==> config.mk <==
export PLATFORM = sky130hd
export DESIGN_NAME = mem_port_arbiter
export DESIGN_NICKNAME = d
export VERILOG_FILES = /design/src/rtl/mem_port_arbiter_pkg.sv /design/src/rtl/mem_port_arbiter_arb_prio.sv /design/src/rtl/mem_port_arbiter.sv
export SDC_FILE = /design/constraint.sdc
export NUM_CORES = 1
export LEC_CHECK = 0
export CAP_MARGIN = 0
export CORE_MARGIN = 2
export CORE_UTILIZATION = 41
export DETAILED_ROUTE_END_ITERATION = 10
export GPL_TIMING_DRIVEN = 0
export PLACE_DENSITY_LB_ADDON = 0.2
export SYNTH_ARGS = -nofsm -noshare
export SYNTH_HDL_FRONTEND = slang
export SYNTH_SLANG_ARGS = --single-unit
export TNS_END_PERCENT = 10
==> constraint.sdc <==
create_clock -name clk -period 2.8 [get_ports clk]
set_input_delay 0.28 -clock clk [delete_from_list [all_inputs] [get_ports clk]]
set_output_delay 0.28 -clock clk [all_outputs]
set_load 0.02 [all_outputs]
==> src/rtl/mem_port_arbiter_pkg.sv <==
// Shared types and constants for the single-port memory arbiter that
// multiplexes the CPU fetch and data ports onto one memory interface.
package mem_port_arbiter_pkg;

  localparam int DATA_W         = 32;
  localparam int MEM_LAT_DEF    = 1;
  localparam int STARVE_MAX_DEF = 3;
  localparam int LAT_W          = 3;

  typedef enum logic [1:0] {
    ST_IDLE    = 2'd0,
    ST_BUSY_IF = 2'd1,
    ST_BUSY_D  = 2'd2
  } state_e;

  typedef enum logic [1:0] {
    GNT_NONE = 2'd0,
    GNT_IF   = 2'd1,
    GNT_D    = 2'd2
  } gnt_sel_e;

  // Bits needed to hold values 0..max_val, never less than one.
  function automatic int cnt_width(input int max_val);
    int w;
    w = 1;
    while ((1 << w) <= max_val) w++;
    return w;
  endfunction

endpackage

==> src/rtl/mem_port_arbiter_arb_prio.sv <==
// Fetch/data priority select with a starvation counter that forces a fetch
// after STARVE_MAX consecutive conflicts won by the data port.
module arb_prio
  import mem_port_arbiter_pkg::*;
#(
  parameter int STARVE_MAX = STARVE_MAX_DEF,
  parameter int CNT_W      = cnt_width(STARVE_MAX)
) (
  input  logic             if_req,
  input  logic             d_req,
  input  logic [CNT_W-1:0] starve_cnt,
  output gnt_sel_e         gnt_sel,
  output logic [CNT_W-1:0] starve_cnt_nxt
);

  localparam logic [CNT_W-1:0] STARVE_LIM = CNT_W'(STARVE_MAX);

  // Grant select and next starvation count from the request pair.
  always_comb begin
    gnt_sel        = GNT_NONE;
    starve_cnt_nxt = starve_cnt;
    case ({if_req, d_req})
      2'b11: begin
        if (starve_cnt < STARVE_LIM) begin
          gnt_sel        = GNT_D;
          starve_cnt_nxt = starve_cnt + CNT_W'(1);
        end else begin
          gnt_sel        = GNT_IF;
          starve_cnt_nxt = '0;
        end
      end
      2'b10: begin
        gnt_sel        = GNT_IF;
        starve_cnt_nxt = '0;
      end
      2'b01: begin
        gnt_sel        = GNT_D;
        starve_cnt_nxt = starve_cnt;
      end
      default: begin
        gnt_sel        = GNT_NONE;
        starve_cnt_nxt = starve_cnt;
      end
    endcase
  end

endmodule

==> src/rtl/mem_port_arbiter.sv <==
// Arbitrates fetch and data requests onto one fixed-latency memory port;
// one access in flight at a time, busy doubles as the CPU stall.
module mem_port_arbiter
  import mem_port_arbiter_pkg::*;
#(
  parameter int MEM_LAT    = MEM_LAT_DEF,
  parameter int STARVE_MAX = STARVE_MAX_DEF
) (
  input  logic              clk,
  input  logic              rst,
  input  logic              if_req,
  input  logic [DATA_W-1:0] if_addr,
  output logic              if_gnt,
  output logic              if_rvalid,
  output logic [DATA_W-1:0] if_rdata,
  input  logic              d_req,
  input  logic              d_we,
  input  logic [DATA_W-1:0] d_addr,
  input  logic [DATA_W-1:0] d_wdata,
  output logic              d_gnt,
  output logic              d_rvalid,
  output logic [DATA_W-1:0] d_rdata,
  output logic              mem_en,
  output logic              mem_we,
  output logic [DATA_W-1:0] mem_addr,
  output logic [DATA_W-1:0] mem_wdata,
  input  logic [DATA_W-1:0] mem_rdata,
  output logic              busy
);

  localparam int               CNT_W    = cnt_width(STARVE_MAX);
  localparam logic [LAT_W-1:0] LAT_INIT = LAT_W'(MEM_LAT);

  state_e              state_q, state_d;
  logic [CNT_W-1:0]    starve_q, starve_d, starve_nxt;
  logic [LAT_W-1:0]    lat_q, lat_d;
  logic [DATA_W-1:0]   addr_q, addr_d;
  logic [DATA_W-1:0]   wdata_q, wdata_d;
  gnt_sel_e            gnt_sel;
  logic                done;

  arb_prio #(
    .STARVE_MAX (STARVE_MAX),
    .CNT_W      (CNT_W)
  ) u_arb_prio (
    .if_req         (if_req),
    .d_req          (d_req),
    .starve_cnt     (starve_q),
    .gnt_sel        (gnt_sel),
    .starve_cnt_nxt (starve_nxt)
  );

  // A zero counter in a busy state would otherwise hang the port.
  assign done = (lat_q <= LAT_W'(1));

  // Next-state, latency, starvation and captured-request logic.
  always_comb begin
    state_d  = state_q;
    starve_d = starve_q;
    lat_d    = lat_q;
    addr_d   = addr_q;
    wdata_d  = wdata_q;
    case (state_q)
      ST_IDLE: begin
        starve_d = starve_nxt;
        case (gnt_sel)
          GNT_IF: begin
            state_d = ST_BUSY_IF;
            lat_d   = LAT_INIT;
            addr_d  = if_addr;
            wdata_d = '0;
          end
          GNT_D: begin
            state_d = ST_BUSY_D;
            lat_d   = LAT_INIT;
            addr_d  = d_addr;
            wdata_d = d_wdata;
          end
          default: begin
            state_d = ST_IDLE;
          end
        endcase
      end
      ST_BUSY_IF, ST_BUSY_D: begin
        if (done) begin
          state_d = ST_IDLE;
          lat_d   = '0;
        end else begin
          lat_d   = lat_q - LAT_W'(1);
        end
      end
      default: begin
        state_d = ST_IDLE;
        lat_d   = '0;
      end
    endcase
  end

  // Memory-side and port-side outputs; everything is forced low in reset.
  always_comb begin
    if_gnt    = 1'b0;
    d_gnt     = 1'b0;
    if_rvalid = 1'b0;
    d_rvalid  = 1'b0;
    if_rdata  = '0;
    d_rdata   = '0;
    mem_en    = 1'b0;
    mem_we    = 1'b0;
    mem_addr  = '0;
    mem_wdata = '0;
    busy      = 1'b0;
    if (!rst) begin
      case (state_q)
        ST_IDLE: begin
          case (gnt_sel)
            GNT_IF: begin
              if_gnt   = 1'b1;
              mem_en   = 1'b1;
              mem_addr = if_addr;
            end
            GNT_D: begin
              d_gnt     = 1'b1;
              mem_en    = 1'b1;
              mem_we    = d_we;
              mem_addr  = d_addr;
              mem_wdata = d_wdata;
            end
            default: begin
              mem_en = 1'b0;
            end
          endcase
        end
        ST_BUSY_IF: begin
          busy      = 1'b1;
          mem_addr  = addr_q;
          mem_wdata = wdata_q;
          if_rvalid = done;
          if_rdata  = done ? mem_rdata : '0;
        end
        ST_BUSY_D: begin
          busy      = 1'b1;
          mem_addr  = addr_q;
          mem_wdata = wdata_q;
          d_rvalid  = done;
          d_rdata   = done ? mem_rdata : '0;
        end
        default: begin
          busy = 1'b0;
        end
      endcase
    end else begin
      busy = 1'b0;
    end
  end

  // State registers with synchronous reset.
  always_ff @(posedge clk) begin
    if (rst) begin
      state_q  <= ST_IDLE;
      starve_q <= '0;
      lat_q    <= '0;
      addr_q   <= '0;
      wdata_q  <= '0;
    end else begin
      state_q  <= state_d;
      starve_q <= starve_d;
      lat_q    <= lat_d;
      addr_q   <= addr_d;
      wdata_q  <= wdata_d;
    end
  end

endmodule

# After elaboration in Yosys (flattened, before gate mapping)
# Index checks and enable logic that the tools add are counted.
# op_classes
add_sub_neg	2
magnitude_cmp	2
n_eq_ne	9
muxes	41
reduce_logical	7
# op_table
operator	count
$pmux W32 S2	5
$mux W32	8
$mux W1	18
$pmux W2 S2	3
$eq A2 B2 Y1 const B	4
$eq A2 B1 Y1 const B	3
$mux W2	3
$mux W3	2
$pmux W2 S3	1
$pmux W3 S2	1
$reduce_and A2 Y1	2
$reduce_bool A2 Y1	2
$reduce_or A2 Y1	2
$le A3 B1 Y1 const B	1
$sub A3 B1 Y3 const B	1
$add A2 B1 Y2 const B	1
$logic_not A2 Y1	1
$lt A2 B2 Y1 const B	1
$ne A2 B1 Y1 const B	1
$ne A2 B2 Y1 const B	1
# word_totals
register_bits	71
input_bits	133
word_cells	66

# Longest topological paths before layout
# depth
word_depth	8
mapped_depth	8
depth_no_buf	6

# Modules after synthesis
# Synthesis repeated with hierarchy kept, for this count alone.
# hier_totals
cells_unflattened	619
hier_area_um2	4958.5
# modules_own_cells
mod	n_inst	cells_per_inst	area_each_um2
mem_port_arbiter	1	609	4893.4
arb_prio	1	10	65.1

# Least setup slack after synthesis
# OpenSTA, ideal clock, no wires.
# synth_timing
path_type	flip-flop to output port
startpoint	reg starve_q[0]
endpoint	out mem_addr[10]
arrival_time_ns	1.750
required_time_ns	2.520
slack_ns	0.770
stages_incl_launch_ff	8
path_buffers	2
cell_sequence	dfxtp_1 -> ha_1 -> nand2b_1 -> and2_1 -> clkbuf_1 -> clkbuf_1 -> a22oi_1 -> o21ai_0
# synth_between
elab_chain_cells	7
elab_cells_between_ends	8
cone_classes	order compare: 1; eq/ne: 2; mux: 5
# synth_lines
item	line	source
start: declaration	mem_port_arbiter.sv:35	logic [CNT_W-1:0] starve_q, starve_d, starve_nxt;
start signal: assignment	mem_port_arbiter.sv:166	starve_q <= starve_d;
$lt A2 B2 Y1 *	mem_port_arbiter_arb_prio.sv:24	if (starve_cnt < STARVE_LIM) begin
$mux W2 *	mem_port_arbiter_arb_prio.sv:24	
$pmux W2 S3 *	mem_port_arbiter_arb_prio.sv:22	case ({if_req, d_req})
$eq A2 B2 Y1 / $eq A2 B1 Y1 (equally long branches)	mem_port_arbiter.sv:115	case (gnt_sel)
$pmux W32 S2 *	mem_port_arbiter.sv:115	
$pmux W32 S2 *	mem_port_arbiter.sv:113	case (state_q)
$mux W32 *	mem_port_arbiter.sv:112	if (!rst) begin
end: declaration	mem_port_arbiter.sv:25	output logic [DATA_W-1:0] mem_addr,
# Every way passes the cells marked *; elsewhere a longest branch is shown, timed or not.

# Final worst setup path
# layout_timing
startpoint	reg lat_q[1]
endpoint	out d_rdata[30]
# layout_between
elab_chain_cells	4
# layout_lines
item	line	source
start: declaration	mem_port_arbiter.sv:36	logic [LAT_W-1:0] lat_q, lat_d;
start signal: assignment	mem_port_arbiter.sv:167	lat_q <= lat_d;
$le A3 B1 Y1	mem_port_arbiter.sv:54	assign done = (lat_q <= LAT_W'(1));
$mux W32	mem_port_arbiter.sv:145	d_rdata = done ? mem_rdata : '0;
$mux W32	mem_port_arbiter.sv:113	
$mux W32	mem_port_arbiter.sv:112	
end: declaration	mem_port_arbiter.sv:22	output logic [DATA_W-1:0] d_rdata,
# No other way between the ends.

==> out/results.ini <==
[run_status]
status = complete, but fails checks
violations = setup timing

[clocking]
clk_pin_slew_ns = 0.07
clk_latency_ns = 0.34
cts_root_buffer = clkbuf_8
cts_buffers = 9
cts_tree = done
numClockSinks = 71
htreeDepth = 3
clockBufferDepth = 2
hold_buffers = 0

[global_routing]
met3_usage_pct = 6.93
overflow = 0
grt_pass1_wl_mm = 25.1
grt.busiest_layer = met2
grtUsageMet2_pct = 49.8
met1_usage_pct = 30.4
grt_pass1_vias = 5207
grt_max_degree = 13
grt.total_usage_pct = 27.3
antenna_found_initial = 1

[timing]
period_needed_ns = 2.81
fmax_mhz = 356
slew_viol_final = 0
fin_ws_ns = -0.00514
hold_ws_ns = 0.460
worstMarginPinSlew_ns = 0.660
final.setup_skew_ns = 0.00808
period_share_pct = 100
finalSetupViolCount = 2
rsz0062_at_grt = yes
max_slew_margin_pct = 55.9
hold_viol = 0

[placement]
placed_cells = 936
dpl_cell_area_sq_um = 7170
buffer_ports.inserted = 267
dpl.hpwl_mm = 12.6
gp_congestion = 0.815

[routing]
vias = 5221
first_pass_iters = 5
drt_wl_total_mm = 16.4
wl_per_cell_um = 17.3
drc_errors = 0
drt_first_iter_violations = 282
vias_per_cell = 5.48
ant_nets = 0

[synth]
syn_nets = 673
syn_inst = 533
synth_seq_cells = 71
synth_enable_flop_cells = 0
synth_area_per_cell_sq_um = 8.12
netlist_area_sq_um = 4330
ys_seq_area_share_pct = 32.8
async_reset_ff_share_pct = 0
ys_types = 37
synthFlopType = dfxtp_1
yosys_warnings = 0

[setup_path]
r2r.worst_path.cells = 7
worst_ep_required_time_ns = 2.52
r2r_start = state_q[0]$_SDFFE_PP0P_
critPathLaunchType = register
crit_start = lat_q[1]$_SDFFE_PP0P_
crit_path_end_kind = primary output
path_cells = inv_1 > ha_1 > o21ba_2 > nor4b_4 > clkbuf_4 > and2_1 > clkdlybuf4s50_1
max_stage_delay_ns = 0.60
r2r-end = addr_q[12]$_SDFFE_PP0P_
crit_end = d_rdata[30]
crit_fanout = 10
r2r_slack_ns = 0.82
crit_slowest_cell = clkdlybuf4s50_1
criticalPathCategory = register to primary output
arrival_ns = 2.53

[floorplan]
initial_core_util_pct = 42.1
rows = 37
die-width_um = 107
ioPinCount = 268
coreArea_sq_um = 10300
dieArea_sq_um = 11400
die_h_um = 107

[cells_and_area]
layout_commonest_cell = clkdlybuf4s50_1
fill_cells = 823
multiInputGateArea_sq_um = 2640
areaGrowthSynthToFinish_pct = 73.2
final_cell_mix = clkdlybuf4s50_1, dfxtp_1, nor2_1, and2_1, a22oi_1
drive_gt1_share_pct = 7.48
layout.nets = 950
instances_no_fill = 952
ff_latch_area_sq_um = 1420
final_area_sq_um = 7490

[pwr]
peakVddDrop_mv = 0.299
power_density_nw_per_um2 = 412
leakagePower_uw = 0.00398

[worst_hold_path]
hp-class = register to register

[flow_run]
drv_cap = 0

## metal layers
layer / wire, um / vias up / part of all wire (%)
met4: 450 / 0 / 2.7
met2: 8460 / 216 / 52
met1: 6340 / 2490 / 39
met3: 1170 / 35 / 7.1
met5: 0 / - / 0
li1: - / 2480 / -
## worst min-delay path by stage
stage                                        start                       end  slack [ns]  cells after the start
after floorplan                        d_wdata[10]  wdata_q[10]$_SDFFE_PP0P_        0.41                      1
after global placement    starve_q[1]$_SDFFE_PP0P_  starve_q[1]$_SDFFE_PP0P_        0.44                      2
after detailed placement  starve_q[1]$_SDFFE_PP0P_  starve_q[1]$_SDFFE_PP0P_        0.45                      2
after CTS                 starve_q[1]$_SDFFE_PP0P_  starve_q[1]$_SDFFE_PP0P_        0.46                      2
after global routing      starve_q[1]$_SDFFE_PP0P_  starve_q[1]$_SDFFE_PP0P_        0.49                      2
final                     starve_q[1]$_SDFFE_PP0P_  starve_q[1]$_SDFFE_PP0P_        0.46                      2
## cell usage after synthesis, types with 2 or more instances
master / n / area share [%]
dfxtp_1: 71 / 33
and2_1: 68 / 9.8
nor2_1: 68 / 5.9
a22oi_1: 64 / 11
nand2_1: 36 / 3.1
clkbuf_1: 35 / 3.0
mux2i_1: 33 / 7.6
a211oi_1: 32 / 5.6
a22o_1: 32 / 6.5
o21ai_0: 25 / 2.9
buf_2: 9 / 1.0
o21ai_1: 9 / 1.0
ha_1: 7 / 2.0
buf_6: 6 / 1.6
a21oi_1: 4 / 0.46
inv_1: 4 / 0.35
buf_4: 3 / 0.52
nor2b_1: 3 / 0.43
buf_1: 2 / 0.17
nand2b_1: 2 / 0.29
nor3_1: 2 / 0.23
nor3b_1: 2 / 0.35
nor4b_2: 2 / 0.69
## cell type report
class                      count  share of cell area, %
antenna                        1                 0.0334
buffer                        54                   4.29
clock buffer                  11                   1.89
clock inverter                 5                   1.09
inverter                       4                  0.200
multi-input combinational    403                   35.2
sequential                    71                   19.0
tap                          136                   2.27
timing repair buffer         267                   36.1
## logic make-up (layout without fill, tap and decap cells)
family / after synthesis / after routing / share of synthesized area (%)
and+or+nand+nor: 190 / 190 / 22.1
AOI/OAI and AO/OA: 173 / 173 / 28.8
DFF: 71 / 71 / 32.8
buffers and inverters: 59 / 341 / 6.68
muxes: 33 / 33 / 7.63
adders and majority gates: 7 / 7 / 2.02
other: 0 / 1 / 0
## sequential cells by signal, summed over array words and instances, names as in the netlist
signal and flops:
wdata_q 32, state_q 2, addr_q 32, lat_q 3, starve_q 2
## power breakdown
group | internal [uW] | switching (uW) | total (uW) | leakage [uW]
combinational | 490 | 529 | 1020 | 0.00328
sequential | 1100 | 52.2 | 1150 | 0.000586
clock | 527 | 392 | 919 | 0.000110
total | 2120 | 974 | 3090 | 0.00398
## critical path: cells and delay by family, from the launching register on
family	cells	cell delay [ns]
flops	1	0.33
simple gates	2	0.50
compound gates	1	0.21
fa+ha+maj	1	0.18
buf+inv	3	0.96
## timing repair
item	4_1_cts	5_1_grt
resized for setup	93	65
pin swaps	0	0
buffers inserted	0	0
endpoints found under the setup margin	121	91
## metrics by stage
| stage | power (uW) | setup TNS [ns] | util [%] | setup slack (ns) |
|---|---|---|---|---|
| floorplan | 1700 | 0 | - | 0.770 |
| global placement | 2180 | -2.90 | 69.8 | -0.183 |
| finish | 3090 | -0.00907 | 72.9 | -0.00514 |
| CTS | 3100 | -0.542 | 71.8 | -0.0797 |
| global route | 3240 | -1.85 | 72.9 | -0.186 |
| detailed placement | 2210 | -5.91 | 69.8 | -0.247 |
Power figures use the tool's default switching activity.
